### config.mk
export PLATFORM = sky130hd
export DESIGN_NAME = lea_block_byte_serializer
export DESIGN_NICKNAME = d
export VERILOG_FILES = /design/src/rtl/lea_block_byte_serializer.sv
export SDC_FILE = /design/constraint.sdc
export NUM_CORES = 1
export LEC_CHECK = 0
export CAP_MARGIN = 20
export CORE_MARGIN = 5
export CORE_UTILIZATION = 46
export DETAILED_ROUTE_END_ITERATION = 10
export MAX_ROUTING_LAYER = met4
export PLACE_DENSITY_LB_ADDON = 0.12
export SYNTH_ARGS = -nofsm -noshare
export SYNTH_HDL_FRONTEND = slang
export SYNTH_SLANG_ARGS = --single-unit
### constraint.sdc
create_clock -name CLK -period 5.15 [get_ports CLK]
set_input_delay 1.03 -clock CLK [delete_from_list [all_inputs] [get_ports CLK]]
set_output_delay 1.03 -clock CLK [all_outputs]
set_load 0.03 [all_outputs]
### src/rtl/lea_block_byte_serializer.sv
// Byte serializer for one 128-bit LEA block (16 parallel lanes -> 8-bit valid/ready stream).
// The block is buffered on load, so the next block may load on the edge that takes the current last byte.
module lea_block_byte_serializer #(
    parameter int BYTE_ORDER = 0
) (
    input  logic       CLK,
    input  logic       RST,
    input  logic [7:0] Din0,
    input  logic [7:0] Din1,
    input  logic [7:0] Din2,
    input  logic [7:0] Din3,
    input  logic [7:0] Din4,
    input  logic [7:0] Din5,
    input  logic [7:0] Din6,
    input  logic [7:0] Din7,
    input  logic [7:0] Din8,
    input  logic [7:0] Din9,
    input  logic [7:0] Din10,
    input  logic [7:0] Din11,
    input  logic [7:0] Din12,
    input  logic [7:0] Din13,
    input  logic [7:0] Din14,
    input  logic [7:0] Din15,
    input  logic       in_valid,
    output logic       in_ready,
    output logic [7:0] Dout,
    output logic       out_valid,
    input  logic       out_ready,
    output logic       out_last,
    output logic [7:0] blk_cnt
);

    typedef enum logic {
        IDLE = 1'b0,
        SEND = 1'b1
    } state_t;

    state_t     state_r;
    logic [3:0] idx_r;
    logic [7:0] buf_r [16];
    logic [7:0] din_s [16];
    logic [7:0] ord_s [16];
    logic       load_s;
    logic       xfer_s;
    logic       last_s;

    // Gather the lane ports into an array.
    always_comb begin
        din_s[0]  = Din0;
        din_s[1]  = Din1;
        din_s[2]  = Din2;
        din_s[3]  = Din3;
        din_s[4]  = Din4;
        din_s[5]  = Din5;
        din_s[6]  = Din6;
        din_s[7]  = Din7;
        din_s[8]  = Din8;
        din_s[9]  = Din9;
        din_s[10] = Din10;
        din_s[11] = Din11;
        din_s[12] = Din12;
        din_s[13] = Din13;
        din_s[14] = Din14;
        din_s[15] = Din15;
    end

    // Reorder lanes into transmit order at load, so the buffer is always walked 0..15.
    always_comb begin
        for (int i = 0; i < 16; i++) begin
            if (BYTE_ORDER == 0) begin
                ord_s[i] = din_s[i];
            end else begin
                ord_s[i] = din_s[15 - i];
            end
        end
    end

    assign in_ready = (state_r == IDLE) |
                      ((state_r == SEND) & (idx_r == 4'd15) & out_ready);
    assign load_s   = in_valid & in_ready;
    assign xfer_s   = (state_r == SEND) & out_ready;
    assign last_s   = xfer_s & (idx_r == 4'd15);

    // Main state, buffer and registered output stream.
    always_ff @(posedge CLK) begin
        if (RST) begin
            state_r   <= IDLE;
            idx_r     <= 4'd0;
            Dout      <= 8'h00;
            out_valid <= 1'b0;
            out_last  <= 1'b0;
            for (int i = 0; i < 16; i++) begin
                buf_r[i] <= 8'h00;
            end
        end else if (load_s) begin
            state_r   <= SEND;
            idx_r     <= 4'd0;
            Dout      <= ord_s[0];
            out_valid <= 1'b1;
            out_last  <= 1'b0;
            for (int i = 0; i < 16; i++) begin
                buf_r[i] <= ord_s[i];
            end
        end else if (xfer_s && (idx_r != 4'd15)) begin
            idx_r    <= idx_r + 4'd1;
            Dout     <= buf_r[idx_r + 4'd1];
            out_last <= (idx_r == 4'd14);
        end else if (last_s) begin
            // Dout deliberately keeps the last byte while idle.
            state_r   <= IDLE;
            out_valid <= 1'b0;
            out_last  <= 1'b0;
        end else begin
            state_r <= state_r;
        end
    end

    // Completed-block counter; a block counts only when its last byte is taken.
    always_ff @(posedge CLK) begin
        if (RST) begin
            blk_cnt <= 8'd0;
        end else if (last_s) begin
            blk_cnt <= blk_cnt + 8'd1;
        end else begin
            blk_cnt <= blk_cnt;
        end
    end

endmodule

### Yosys cells after proc, flatten, opt, wreduce, memory -nomap -nowiden

Memories as Yosys holds them, arrays and structs flattened.
Cells that the tools add are included.

* $add $sub $neg: 2
* equal/unequal tests: 4
* multiplexer cells: 27
* bitwise logic cells: 23
* reduce and logical (&&, ||, !) cells: 6

Operator list (number)
* $mux 8: 18
* $or 1x1->1: 17
* $mux 1: 9
* $add 8x1->8 const B: 1
* $eq 4x4->1 const B: 2
* $reduce_bool 2->1: 3
* $and 1x1->1: 5
* $add 4x1->4 const B: 1
* $ne 4x4->1 const B: 1
* $ne 2x2->1 const B: 1
* $reduce_and 2->1: 1
* $reduce_or 2->1: 1
* $logic_and 1x1->1: 1
* $not 1->1: 1

* register bits after elaboration: 22
* bits in writable memories: 128
* input port bits: 132
* memories: 1

Memory list
* buf_r: depth 16, bits a word 8, rd ports 1, clocked after Yosys merged registers in 0, write ports 16, line 40 `logic [7:0] buf_r [16];`

### Depth between registers and ports, before layout

Gate-level depths: netlist of run 1.

* word-level depth: 9
* mapped depth: 8

### Least setup slack after synthesis of run 1

OpenSTA, ideal clock, no wires.

* path type: input to register
* start: input port RST
* end: memory buf_r[0][0], enable pin
* arrival: 4.509 ns
* setup slack: 0.127 ns
* stages: 2
* path buffers: 1
* path through: clkbuf_1 > nand2b_1

RTL lines
* start, declared: line 7 `input logic RST,`
* end, declared: line 40

### Final worst setup path of run 1

* start: input port out_ready
* end: output port in_ready

* word-level cells in the longest chain between the ends: 2

Ends and longest elaborated chain
* start, declared: line 28 `input logic out_ready,`
* $and 1x1->1: line 79 `((state_r == SEND) & (idx_r == 4'd15) & out_ready);`
* $or 1x1->1: line 78 `assign in_ready = (state_r == IDLE) |`
* end, declared: line 25 `output logic in_ready,`

Every way passes these cells.

==> results of run 1 <==
## critical path: stages
cell and delay [ns]:
clkdlybuf4s50_1 0.50, nand4_1 0.16, nand2_1 0.13, clkdlybuf4s50_1 0.68
## cells in the mapped netlist
cell,count,area share (%)
nand2_1,6,0.33
o211ai_1,6,0.66
a21bo_2,1,0.15
nand4b_1,1,0.13
a22oi_2,10,1.8
buf_6,3,0.49
clkbuf_2,8,0.59
o21ai_0,1,0.073
xor2_1,6,0.77
clkbuf_1,8,0.44
dfxtp_1,22,6.5
nand2b_1,1,0.092
nor2b_1,48,4.4
nand3_1,21,1.5
xnor2_1,4,0.51
nand4_1,3,0.27
buf_2,10,0.73
edfxtp_1,128,56
xnor2_2,1,0.24
nor3b_2,1,0.18
nor2_2,2,0.18
inv_1,1,0.055
a21oi_1,13,0.95
mux2i_1,64,9.4
and4_1,1,0.13
nor3_1,1,0.073
nor2_1,18,0.99
and3_1,8,0.73
ha_1,3,0.55
nor2_4,1,0.16
a22oi_1,22,2.4
nor3_2,1,0.15
buf_1,1,0.055
and2_1,83,7.6
o211ai_2,2,0.37
## power by group through the flow
stage / Clock [mW] / Combinational [mW] / Sequential, mW
after floorplan: 0 / 0.148 / 1.47
after global placement: 0 / 0.308 / 1.46
after detailed placement: 0 / 0.313 / 1.46
after CTS: 1.26 / 0.314 / 1.44
after global routing: 1.32 / 0.337 / 1.44
final: 1.24 / 0.312 / 1.44
## per-stage QoR
stage	setup slack [ns]	hold slack, ns	util (%)
after CTS	1.63	0.514	62.4
after detailed placement	1.63	0.498	58.1
after global routing	1.52	0.536	62.6
after global placement	1.67	0.475	58.1
after floorplan	0.127	0.508	-
final	1.62	0.510	62.6
## path summary, 6_finish.rpt
check | from | endpoint | slack, ns | depth (start not counted)
worst min register to register | out_last | out_last | 0.51 | 2
worst max-delay path | out_ready | in_ready | 1.62 | 4
worst min-delay path | out_last | out_last | 0.51 | 2
worst max register to register | idx_r[1] | buf_r[9][5] | 2.44 | 5
## flip-flops by register name, indices dropped and copies added, names as in the netlist
signal / count
buf_r: 128
Dout: 8
blk_cnt: 8
idx_r: 4
out_last: 1
state_r: 1
## layer usage
layer	vias up	wire length, um
met5	-	0
met4	0	153
met3	14	820
met2	112	7220
met1	2082	6640
li1	2140	-
## logic make-up after synthesis
family                     synth area share [%]
and+or+nand+nor                            17.0
DFF                                        62.8
muxes                                      9.38
AOI/OAI and AO/OA                          6.45
buffers and inverters                      2.36
xor gates and xnor gates                   1.52
adders and majority gates                 0.550
## layout make-up
cell class,instances,area share (%)
multi-input combinational,329,26.4
inverter,1,0.0413
clock buffer,25,6.04
antenna,1,0.0275
tap,184,2.53
clock inverter,7,0.688
timing repair buffer,154,17.1
sequential,150,47.1
==> impl_results.md, run 1 <==
* Status: completed
* Number of vias per cell at 5.11
* Worst setup EP type: primary output
* Die Wd at 132 um
* Commonest cells after routing, fill and taps aside: clkdlybuf4s50_1, edfxtp_1, and2_1
* Critical Path RT at 4.12 ns
* Drt first pass iters at 5
* Commonest non-fill, non-tap cell in the layout: clkdlybuf4s50_1
* Post-Place Cells at 817
* Setup crit start kind: primary input
* Drt total wl at 14.8 mm
* Largest net degree at the start of global routing at 70
* CTS Hold Bufs at 0
* Yosys warns at 0
* Lkg Pwr at 3.71 nW
* Max Freq at 0.283 GHz
* Register Area at 4280 um2
* Setup Skew at 0.00557 ns
* Syn avg cell area at 13.4 um2
* Min cycle time layout at 3.53 ns
* Met3 Use GR at 5.50%
* FP Rows at 44
* Vias in the first global route at 4,485
* Slew @ Worst Pin at 0.905 ns
* Power Dens Cells at 329 nW/um2
* Part of the Yosys area used for sequential elements at 62.8%
* Flop pwr share at 48.1%
* Setup bufs post-CTS at 0
* Combinational fraction of design power at 10.4%
* Final Hold Vio Count at 0
* Max VDD drop at 0.247 mV
* Core area at 14,500 um2
* Top Ports at 151
* Worst min path class: reg2reg
* MaxCap Viol Count at 0
* Crit share post-route at 68.6%
* Clock sink total at 150
* Critical path data arrival time at 2.50 ns
* Vias post-DR at 4,348
* Worst-path fanout max at 3
* Post-route cell area at 9090 um2
* GPL Wtd Cong at 0.845
* Area Growth Syn to Fin at 33.2%
* I/O Buffers at 150
* Synth Register Bits at 150
* Area of the multi-input gates at 2400 um2
* Layout cells sized above 1 at 8.41%
* HPWL Detailed at 10.3 mm
* DIE AREA at 17,400 um2
* Non-filler cells, final at 851
* Initial DRC count at 324
* Fill cells at 1,153
* Die Y at 132 um
* Clock network power share at 41.5%
* CTS tree: yes
* Mapped Cells at 510
* Crit path kind: in2out
* RSZ-0062 raised after global routing: false
* P_sw at 621 uW
* Grt total ovfl at 0
* Clock Path Buffers at 2
* CTS-repair resized insts at 0
* Initial core utilization at 47.0%
* Number of remaining DRC errors at 0
* Area post-placement at 8450 um2
* Antenna-violating nets left at 0
* Total GRT Usage at 17.5%
* Clock transition at the registers of the reported paths at 0.06 ns
* CTS buffer count at 17
* Synth Cell Area at 6830 um2
* Int Pwr at 2.37 mW
* Clk Latency, worst-skew pair at 0.41 ns
* Grt peak-use layer: met2
* GR Layer Usage met2 at 27.0%
* CTS H-tree depth at 4
* First-pass GRT wire length at 23.1 mm
* Setup violators final at 0
* Post-route setup TNS at 0 ns
* Switching Share at 20.8%
* M1 GR Usage at 22.3%
* Max-slew violation count at 0
* Antenna violations before repair at 1
* Yosys cell types at 35
* Routed wire per std cell at 17.4 um
* CTS root buf: clkbuf_16
* Max_slew headroom at 39.6%
* Syn Nets at 645
* Power, Total at 2.99 mW
* Nets at 788
Note: power is estimated with default switching activity, not from simulation.
==> run 2: changes to the inputs <==
- CORE_UTILIZATION: 46 -> 50
- clock period: 5.15 -> 3.6 ns (I/O delays scaled with it)
==> run 2 against run 1 <==
  * Non-clock buffer count is 5 higher
  * Die area decreased by 7.4%
  * First-iteration DRC count rose by 4.3%
  * Clock power increased by 42%
  * Largest power group unchanged
==> impl_results.md, run 2 (synthesized netlist as in run 1, its figures left out) <==
* Drt first pass iters at 5 (unchanged)
* Fin worst setup slack at 0.676 ns (-0.941 ns)
* Worst-path fanout max at 3 (unchanged)
* Clock transition at the registers of the reported paths at 0.06 ns (about the same)
* N_diodes at 0 (-1)
* Max VDD drop at 0.286 mV (+16%)
* Crit share post-route at 81.2%
* Layout cells sized above 1 at 8.79% (+0.38 points)
* Worst min path class: reg2reg
* Worst R2R Start: idx_r[1]
* Antenna violations before repair at 0 (-1)
* RSZ-0062 raised after global routing: false
* HP Start: blk_cnt[1]
* DIE AREA at 16,100 um2 (-7.4%)
* Setup bufs post-CTS at 0 (unchanged)
* CTS H-tree depth at 4 (unchanged)
* Drt total wl at 15.1 mm (+1.5%)
* Nets at 793 (+0.63%)
* Max reg flops at 128 (unchanged)
* I/O Buffers at 150 (unchanged)
* Critical path data arrival time at 2.20 ns (-0.30 ns)
* FP Rows at 42 (-4.5%)
* Most used cell, CP: clkdlybuf4s50_1
* Grt total ovfl at 0 (unchanged)
* Area post-placement at 8500 um2 (+0.56%)
* Crit path kind: in2out
* Non-filler cells, final at 847 (-0.47%)
* HPWL Detailed at 10.6 mm (+2.9%)
* Core area at 13,300 um2 (-8.5%)
* Max_slew headroom at 40.4% (+0.74 points)
* Post-route cell area at 9090 um2 (about the same)
* Die Wd at 127 um (-3.8%)
* Status: completed
* Placement Setup Slack at 0.667 ns (-0.966 ns)
* Clk Latency, worst-skew pair at 0.42 ns (about the same)
* Largest net degree at the start of global routing at 91 (+30%)
* GPL Wtd Cong at 0.791 (-6.3%)
* Commonest cells after routing, fill and taps aside: clkdlybuf4s50_1, edfxtp_1, and2_1
* Top Ports at 151 (unchanged)
* Setup crit start kind: primary input
* Crit path cell chain: clkdlybuf4s50_1 -> nand4_1 -> nand2_1 -> clkdlybuf4s50_1
* Top flop regs: buf_r x128, Dout x8, blk_cnt x8
* Lkg Pwr at 3.71 nW (+0.11%)
* CP top delay family: buffers and inverters
* Min cycle time layout at 2.92 ns
* Initial DRC count at 338 (+4.3%)
* Fill cells at 949 (-18%)
* Vias in the first global route at 4,740 (+5.7%)
* Setup Skew at 0.00600 ns (+0.000438 ns)
* Worst setup EP type: primary output
* Clock sink total at 150 (unchanged)
* Critical Path RT at 2.88 ns (-1.24 ns)
* Max-slew violation count at 0 (unchanged)
* Buf/Inv on CP at 2 (unchanged)
* Power, Total at 4.27 mW (+43%)
* CTS buffer count at 17 (unchanged)
* Routed wire per std cell at 17.8 um (+2.0%)
* CTS tree: yes
* Number of remaining DRC errors at 0 (unchanged)
* Initial core utilization at 51.3% (+4.4 points)
* Area Growth Syn to Fin at 33.1% (about the same)
* Worst path slowest cell: clkdlybuf4s50_1
* Max Freq at 0.342 GHz
* Biggest register: buf_r
* MaxCap Viol Count at 0 (unchanged)
* Die Y at 127 um (-3.8%)
* Total GRT Usage at 19.9% (+2.5 points)
* Largest stage delay, worst path at 0.67 ns (about the same)
* Clock Path Buffers at 2 (unchanged)
* First-pass GRT wire length at 23.8 mm (+3.0%)
* CTS-repair resized insts at 0 (unchanged)
* Final Hold Vio Count at 0 (unchanged)
* CTS Hold Bufs at 0 (unchanged)
* Setup violators final at 0 (unchanged)
* CTS root buf: clkbuf_16
* Slew @ Worst Pin at 0.895 ns (-0.0105 ns)
* Post-Place Cells at 815 (-0.24%)
* Number of vias per cell at 5.26 (+3.0%)
* Commonest non-fill, non-tap cell in the layout: clkdlybuf4s50_1
* Post-route setup TNS at 0 ns (unchanged)
* Power Dens Cells at 470 nW/um2 (+43%)
* CP Launch Point: out_ready
* Antenna-violating nets left at 0 (unchanged)
* Vias post-DR at 4,459 (+2.6%)
==> run 2: path summary, 6_finish.rpt <==
check	endpoint	slack, ns	cells past startpoint
max	in_ready	0.68	4
min	blk_cnt[1]	0.52	2
min reg2reg	blk_cnt[1]	0.52	2
max reg2reg	Dout[1]	1.17	6
==> run 2: stage by stage <==
stage / utilization (%) / hold WS (ns)
2_1_floorplan: - / 0.508
3_3_place_gp: 63.9 / 0.496
3_5_place_dp: 63.9 / 0.509
4_1_cts: 68.4 / 0.518
5_1_grt: 68.4 / 0.537
6_report: 68.4 / 0.517
==> run 2: area by class of cell <==
type	instances	area (um2)	share of cell area (%)
inverters	1	3.75	0.0413
clock buffers	21	460	5.07
multi-input cells	329	2400	26.4
clock inverters	11	130	1.43
well taps	176	220	2.42
flip-flops and latches	150	4280	47.1
repair buffers	159	1590	17.5
==> run 2: worst register-to-register path: stages, from the launching register on <==
cell and delay (ns):
dfxtp_1 0.36, ha_1 0.27, nand3_1 0.16, nand3_1 0.44
nor3b_2 0.74, nand3_1 0.24, o211ai_1 0.14
==> run 2: where the power goes <==
| part | switching (mW) | internal, mW |
|---|---|---|
| clock network | 0.649 | 1.11 |
| registers | 0.0350 | 2.02 |
| logic | 0.206 | 0.245 |
==> run 2: layer usage <==
| metal | up-vias | share of wire [%] | GRT usage, % |
|---|---|---|---|
| met5 | - | 0 | - |
| met4 | 0 | 2.3 | 7.76 |
| met3 | 30 | 6.5 | 5.13 |
| met2 | 150 | 49 | 31.4 |
| met1 | 2128 | 42 | 24.9 |
| li1 | 2151 | - | - |
